## config.mk

```make
export PLATFORM = sky130hd
export DESIGN_NAME = regfile_stage
export DESIGN_NICKNAME = d
export VERILOG_FILES = /design/src/rtl/regfile_stage.sv
export SDC_FILE = /design/constraint.sdc
export NUM_CORES = 2
export LEC_CHECK = 0
export ABC_CLOCK_PERIOD_IN_PS = 34400
export BUFFER_PORTS_ARGS = -buffer_cell sky130_fd_sc_hd__buf_2
export CAP_MARGIN = 25
export CORE_MARGIN = 2
export CORE_UTILIZATION = 35
export CTS_BUF_LIST = sky130_fd_sc_hd__clkbuf_4
export DETAILED_ROUTE_END_ITERATION = 10
export PLACE_DENSITY = 0.61
export SLEW_MARGIN = 30
export SYNTH_ARGS = -nofsm -noshare
export SYNTH_HDL_FRONTEND = slang
export SYNTH_SLANG_ARGS = --single-unit
```

## constraint.sdc

```tcl
create_clock -name clk -period 34.4 [get_ports clk]
set_clock_uncertainty 0.05 [all_clocks]
set_input_delay 5.16 -clock clk [delete_from_list [all_inputs] [get_ports clk]]
set_output_delay 5.16 -clock clk [all_outputs]
set_load 0.02 [all_outputs]
```

## src/rtl/regfile_stage.sv

```systemverilog
// regfile_stage: register-file read stage of an in-order pipeline.
//
// Holds NREGS architectural registers of XLEN bits, with register 0 hard-wired
// to zero. There are NRD combinational read ports, and their results are
// captured into registered outputs for the next stage. One write port comes
// from writeback.
//
// Optional feature, selected by the macro REGFILE_STAGE_BYPASS_EN:
//   defined   - a qualifying write is forwarded (write-through) to any lane
//               reading the same address in the same cycle. It is also
//               forwarded into held lanes while the stage is stalled.
//   undefined - reads see the pre-write contents, and stalled output lanes
//               hold unchanged.
//
// Handshake: valid_out qualifies rd_data/rd_addr_q for the downstream stage.
// There is no ready signal. Backpressure arrives as stall, which freezes
// valid_out and rd_addr_q. A flush wins over stall and empties the stage
// (valid_out=0, data and address cleared). Writes are independent of
// valid/stall/flush.

module regfile_stage #(
    parameter int XLEN  = 32,
    parameter int NREGS = 32,
    parameter int NRD   = 2
) (
    input  logic                clk,
    input  logic                reset,
    input  logic                valid_in,
    input  logic                stall,
    input  logic                flush,
    input  logic [NRD*$clog2(NREGS)-1:0] rd_addr,
    input  logic                we,
    input  logic [$clog2(NREGS)-1:0]     wa,
    input  logic [XLEN-1:0]     wd,
    output logic [NRD*XLEN-1:0] rd_data,
    output logic [NRD*$clog2(NREGS)-1:0] rd_addr_q,
    output logic                valid_out
);

    localparam int AW = $clog2(NREGS);

    // One extra bit so the range check never degenerates into a constant
    // comparison when NREGS is a power of two.
    localparam logic [AW:0] NREGS_LIM = (AW+1)'(NREGS);

    // Architectural state. Entry 0 is cleared by reset and never written.
    logic [XLEN-1:0] regs [NREGS];

    // Per-lane views of the packed ports.
    logic [AW-1:0]   lane_addr   [NRD];
    logic [AW-1:0]   lane_addr_q [NRD];
    logic [XLEN-1:0] lane_rdval  [NRD];

    // Next values of the stage output registers.
    logic [XLEN-1:0] rd_data_n   [NRD];
    logic [AW-1:0]   rd_addr_q_n [NRD];
    logic            valid_out_n;

    // Registered outputs kept in lane form.
    logic [XLEN-1:0] rd_data_r   [NRD];
    logic [AW-1:0]   rd_addr_q_r [NRD];
    logic            valid_out_r;

    // A write lands only for a nonzero, in-range address.
    logic wr_hit;

    // Qualify the writeback request.
    always_comb begin
        wr_hit = we && (wa != '0) && ({1'b0, wa} < NREGS_LIM);
    end

    // Split the packed address ports into lanes.
    always_comb begin
        for (int k = 0; k < NRD; k++) begin
            lane_addr[k]   = rd_addr[k*AW +: AW];
            lane_addr_q[k] = rd_addr_q[k*AW +: AW];
        end
    end

    // Combinational read of each lane. Register 0 and out-of-range addresses
    // read as zero.
    always_comb begin
        for (int k = 0; k < NRD; k++) begin
            lane_rdval[k] = '0;
            if ((lane_addr[k] != '0) && ({1'b0, lane_addr[k]} < NREGS_LIM)) begin
`ifdef REGFILE_STAGE_BYPASS_EN
                if (wr_hit && (wa == lane_addr[k])) begin
                    lane_rdval[k] = wd;
                end else begin
                    lane_rdval[k] = regs[lane_addr[k]];
                end
`else
                lane_rdval[k] = regs[lane_addr[k]];
`endif
            end
        end
    end

    // Decide what the stage registers take on the next edge: flush, capture,
    // or hold.
    always_comb begin
        valid_out_n = valid_out_r;
        for (int k = 0; k < NRD; k++) begin
            rd_data_n[k]   = rd_data_r[k];
            rd_addr_q_n[k] = rd_addr_q_r[k];
        end
        if (flush) begin
            valid_out_n = 1'b0;
            for (int k = 0; k < NRD; k++) begin
                rd_data_n[k]   = '0;
                rd_addr_q_n[k] = '0;
            end
        end else if (!stall) begin
            valid_out_n = valid_in;
            for (int k = 0; k < NRD; k++) begin
                rd_data_n[k]   = lane_rdval[k];
                rd_addr_q_n[k] = lane_addr[k];
            end
        end else begin
`ifdef REGFILE_STAGE_BYPASS_EN
            // Keep held operands coherent with writes that land during a
            // stall. wr_hit excludes address 0 and out-of-range addresses,
            // so those lanes never match.
            for (int k = 0; k < NRD; k++) begin
                if (wr_hit && (lane_addr_q[k] == wa)) begin
                    rd_data_n[k] = wd;
                end
            end
`endif
        end
    end

    // Register file state: async clear, single write port.
    always_ff @(posedge clk or posedge reset) begin
        if (reset) begin
            for (int i = 0; i < NREGS; i++) begin
                regs[i] <= '0;
            end
        end else if (wr_hit) begin
            regs[wa] <= wd;
        end
    end

    // Stage output registers: async clear, next values from the decision logic.
    always_ff @(posedge clk or posedge reset) begin
        if (reset) begin
            valid_out_r <= 1'b0;
            for (int k = 0; k < NRD; k++) begin
                rd_data_r[k]   <= '0;
                rd_addr_q_r[k] <= '0;
            end
        end else begin
            valid_out_r <= valid_out_n;
            for (int k = 0; k < NRD; k++) begin
                rd_data_r[k]   <= rd_data_n[k];
                rd_addr_q_r[k] <= rd_addr_q_n[k];
            end
        end
    end

    // Pack the lane registers onto the output ports.
    always_comb begin
        valid_out = valid_out_r;
        for (int k = 0; k < NRD; k++) begin
            rd_data[k*XLEN +: XLEN] = rd_data_r[k];
            rd_addr_q[k*AW +: AW]   = rd_addr_q_r[k];
        end
    end

endmodule

```

After elaboration in Yosys (flattened, before gate mapping)
Cells that the tools add are included.

cells by class
  magnitude comparators = 4
  multiplexer cells = 17
  reduce and logical (&&, ||, !) cells = 5
  bitwise operators = 3
  eq/ne operators = 1

operators by type and width
  operator                                                   number
  bitwise mux 1024 bit                                       1
  binary-select mux 32 bit (select 5 bit)                    2
  two-way mux 32 bit                                         7
  demux 32 bit (select 5 bit)                                1
  two-way mux 64 bit                                         2
  two-way mux 10 bit                                         2
  greater-or-equal comparator 6 bit (second input constant)  3
  inverter 5 -> 6 bit                                        3
  nonzero test 5 bit                                         3
  < comparator 6 x 1 -> 1 bit (second input constant)        1
  logical AND 1 bit                                          2
  two-way mux 1 bit                                          2
  != test 2 x 1 -> 1 bit (second input constant)             1

storage, ports and cells
  output and inout bits = 75
  input bits = 53
  register bits = 1,099
  word-level logic and storage cells = 67

Logic depth before layout (Yosys ltp)
  depth in word-level cells = 7
  gate-level depth with buffers = 10
  mapped depth without buffers = 5

Worst setup path before layout
OpenSTA, ideal clock, no wires.

  path kind = input -> register
  start = input rd_addr[0]
  end = register rd_data_r (netlist bit rd_data[20])
  setup time = 0.137 ns
  slack = 27.464 ns
  buffers on the path = 3
  arrival time = 6.749 ns
  data required time = 34.213 ns
  cell stages on the path = 7
  cells stage by stage = buf_6 > buf_12 > buf_6 > mux4_1 > mux4_2 > nor2_1 > a2111oi_1

between the ends
  longest elaborated chain between the ends = 7
  elaborated cells on any way between the ends = 8
  those cells by class = mux (6); bitwise (1); reduce/logical (1)

RTL lines
  what                                                   line  source
  start: declaration                                     31    input logic [NRD*$clog2(NREGS)-1:0] rd_addr,
  inverter 5 -> 6 bit (not written as such)              93    lane_rdval[k] = regs[lane_addr[k]];
  binary-select mux 32 bit (select 5 bit)                93
  two-way mux 32 bit (not written as such) (2 in a row)  93
  two-way mux 32 bit *                                   85    if ((lane_addr[k] != '0) && ({1'b0, lane_addr[k]} < NREGS_LIM)) begin
  two-way mux 64 bit *                                   113   end else if (!stall) begin
  two-way mux 64 bit *                                   107   if (flush) begin
  end signal: indexed assignment                         155   rd_data_r[k] <= rd_data_n[k];
  end: declaration                                       60    logic [XLEN-1:0] rd_data_r [NRD];

Mark *: on every way between the ends. The rest lies on a longest branch, timed or not. The select of a mux whose other input is x is not followed.
A chain may end at the register's enable or synchronous reset.

Worst setup path after layout
  start = input rd_addr[5]
  end = register rd_data_r (netlist bit rd_data[41])

The elaborated chain is that of the path after synthesis.

==> impl_metrics.csv <==
group,metric,value,unit
global_route,grt_max_degree,164,
finish,fillerInstances,15800,
worst_hold_path,hp-class,"reg2reg",
placement,port_buffers,127,
floorplan,die_w,412,µm
clock_network,cts_setup_buffers,0,
timing,min_period_over_period,0.243,
finish,drive_above_1_share,0.469,
timing,tightestPinTransition,1080,ps
placement,hpwl,103,mm
setup_path,path_max_fanout,67,
flow_run,cap_violations,0,
setup_path,cp.arrival,9440,ps
setup_path,crit_path_start_kind,"primary input",
clock_network,holdBufCountCts,0,
setup_path,critPathKind,"in2reg",
placement,dp.cells,6118,
clock_network,clkTransAtPathRegs,70,ps
floorplan,io-pin-count,128,
synth,synth.avg_cell_area,14.0,µm²
timing,final.setup.tns,0,ps
timing,min_period,8370,ps
floorplan,row_count,149,
clock_network,clk_latency,1280,ps
global_route,grt_pass1_wl,287,mm
detailed_routing,vias,39300,
pwr,power.density,55.3,mW/mm²
clock_network,htreeDepth,5,
timing,max_freq,119,MHz
synth,yosysWarnings,0,
floorplan,die_y,412,µm
detailed_routing,wirelength,197,mm
synth,ys_dominant_reg_cell,"dfrtp_1",
timing,setup_violations,0,
timing,hold_viol_final,0,
synth,ys_seq_elements,1099,
timing,hold_ws,345,ps
clock_network,root_buffer,"clkbuf_4",
status,outcome,"finished clean",
setup_path,worstPathRequired,35470,ps
synth,ys_types,40,
pwr,seq_power_share,0.479,
floorplan,core,0.165,mm²
pwr,p_switching,1.03,mW
finish,layout.cells.non_filler,6621,
detailed_routing,drc,0,
setup_path,cp_common_cell,"buf_4",
setup_path,cp-end-kind,"flop",
global_route,grt.total_usage,0.232,
timing,rsz0062_at_grt,"no",
clock_network,numClockSinks,1099,
clock_network,cts_buffers,307,
synth,seq_area_frac_synth,0.471,
timing,relSlewSlack,0.281,
clock_network,cts_tree,"done",
placement,place_ws,24540,ps
synth,synth_edf_count,0,
finish,post-route-util,0.389,
finish,syn_to_final_growth,10.0,%
synth,async_flop_share,1.00,
timing,worst_slack,26030,ps
floorplan,dieArea,0.170,mm²
pwr,p_leak,28.7,nW
pwr,ir_drop,25.6,µV
synth,synthCells,4168,
pwr,clkPwrFrac,0.319,
detailed_routing,routedWlPerCell,29.8,µm
finish,layout_common_cells,"1099 x dfrtp_1, 1050 x mux2_2, 469 x mux2i_1",
detailed_routing,postRouteAntennaNets,0,
setup_path,r2r_slack,32420,ps
pwr,p_comb_frac,0.202,
pwr,p_int,2.52,mW
setup_path,max_stage_delay,890,ps
timing,slew_viol_final,0,
synth,syn_nets,4221,
global_route,grt_pass1_vias,40500,
finish,final_nets,4294,
synth,synthesis.area,0.0583,mm²
setup_path,cpMaxStageDelayCell,"buf_4",
global_route,antenna_found_initial,25,
detailed_routing,vias_per_cell,5.93,
pwr,switching_share,0.291,
clock_network,cts.repair.resized,0,
placement,place_congestion,0.762,
floorplan,start_util,0.353,
finish,layout_commonest_cell,"dfrtp_1",
global_route,grt.overflow.total,0,
detailed_routing,firstDrtPassIters,6,
clock_network,cts_buffer_depth,4,
detailed_routing,drt_iter0_markers,3379,
setup_path,crit_chain,"buf_8, buf_6, buf_4, buf_4, mux4_2, mux2i_1, a211oi_1, a22o_1",
## path summary, 6_finish.rpt
check / end / start / cells after the start
max in group asynchronous: regs[859]$_DFFE_PP0P_ / reset / 7
max: rd_data[41]$_DFFE_PP0P_ / rd_addr[5] / 8
min: regs[1013]$_DFFE_PP0P_ / regs[1013]$_DFFE_PP0P_ / 0
min in group asynchronous: regs[969]$_DFFE_PP0P_ / reset / 2
min reg2reg: regs[1013]$_DFFE_PP0P_ / regs[1013]$_DFFE_PP0P_ / 0
max reg2reg: rd_data[9]$_DFFE_PP0P_ / regs[777]$_DFFE_PP0P_ / 4
## final cells by class
| cell class | instances | area [µm²] | area share |
|---|---|---|---|
| clock buffer | 428 | 3210 | 0.0501 |
| timing repair buffer | 217 | 1500 | 0.0234 |
| inverter | 1 | 7.51 | 0.000117 |
| tap | 2189 | 2740 | 0.0427 |
| sequential | 1099 | 27500 | 0.429 |
| antenna | 16 | 40.0 | 0.000624 |
| multi-input combinational | 2615 | 28900 | 0.450 |
| clock inverter | 56 | 267 | 0.00415 |
## kinds of logic after synthesis
kind of cell | after synthesis | share of synthesized area
compound gates | 397 | 0.0494
simple gates | 371 | 0.0287
flops | 1099 | 0.471
buf+inv | 454 | 0.0396
mux | 1847 | 0.411
## power by group through the flow
stage | Clock, mW | Combinational, mW | Sequential [mW]
floorplan | 0 | 0.570 | 1.68
global route | 1.23 | 0.771 | 1.73
global placement | 0 | 0.699 | 1.71
finish | 1.13 | 0.716 | 1.70
CTS | 1.16 | 0.716 | 1.69
detailed placement | 0 | 0.715 | 1.72
## flip-flops by register name, indices dropped and copies added, names as in the netlist
signal / cells
rd_addr_q: 10
rd_data: 64
regs: 1024
valid_out: 1
## per-stage QoR
stage | power, mW | area (µm²)
after floorplan | 2.25 | 58300
after detailed placement | 2.43 | 60600
after CTS | 3.57 | 64000
final | 3.55 | 64200
after global placement | 2.41 | 60500
after global routing | 3.74 | 64200
## cell usage after synthesis (6+ instances only)
| cell type | instances | share of area |
|---|---|---|
| nor2b_1 | 39 | 0.0042 |
| buf_1 | 63 | 0.0041 |
| dfrtp_1 | 1099 | 0.47 |
| buf_4 | 39 | 0.0050 |
| a221oi_1 | 19 | 0.0029 |
| clkbuf_1 | 234 | 0.015 |
| a21oi_1 | 103 | 0.0088 |
| mux4_1 | 17 | 0.0077 |
| buf_6 | 23 | 0.0044 |
| a2111oi_1 | 30 | 0.0051 |
| nand3_1 | 78 | 0.0067 |
| buf_2 | 82 | 0.0070 |
| a31oi_1 | 13 | 0.0014 |
| nor2_1 | 49 | 0.0032 |
| nand4_1 | 6 | 0.00064 |
| mux4_2 | 309 | 0.12 |
| a22o_1 | 51 | 0.0077 |
| mux2_2 | 1050 | 0.20 |
| mux2i_1 | 469 | 0.080 |
| buf_12 | 10 | 0.0034 |
| a211oi_1 | 39 | 0.0050 |
| nand2_1 | 177 | 0.011 |
| a22oi_1 | 139 | 0.018 |
## per-layer routing
layer	wire, µm	vias up	part of all wire	track usage
met5	147	-	0.00074	0
met4	6740	22	0.034	0.0843
met3	15300	436	0.078	0.0635
met2	90000	1614	0.46	0.355
met1	85300	21100	0.43	0.315
li1	-	16100	-	-
## worst max-delay path, delay by kind of cell
family,cells,cell delay (ps)
mux,2,810
compound gates,2,350
buf+inv,4,2940
Power figures use the tool's default switching activity.
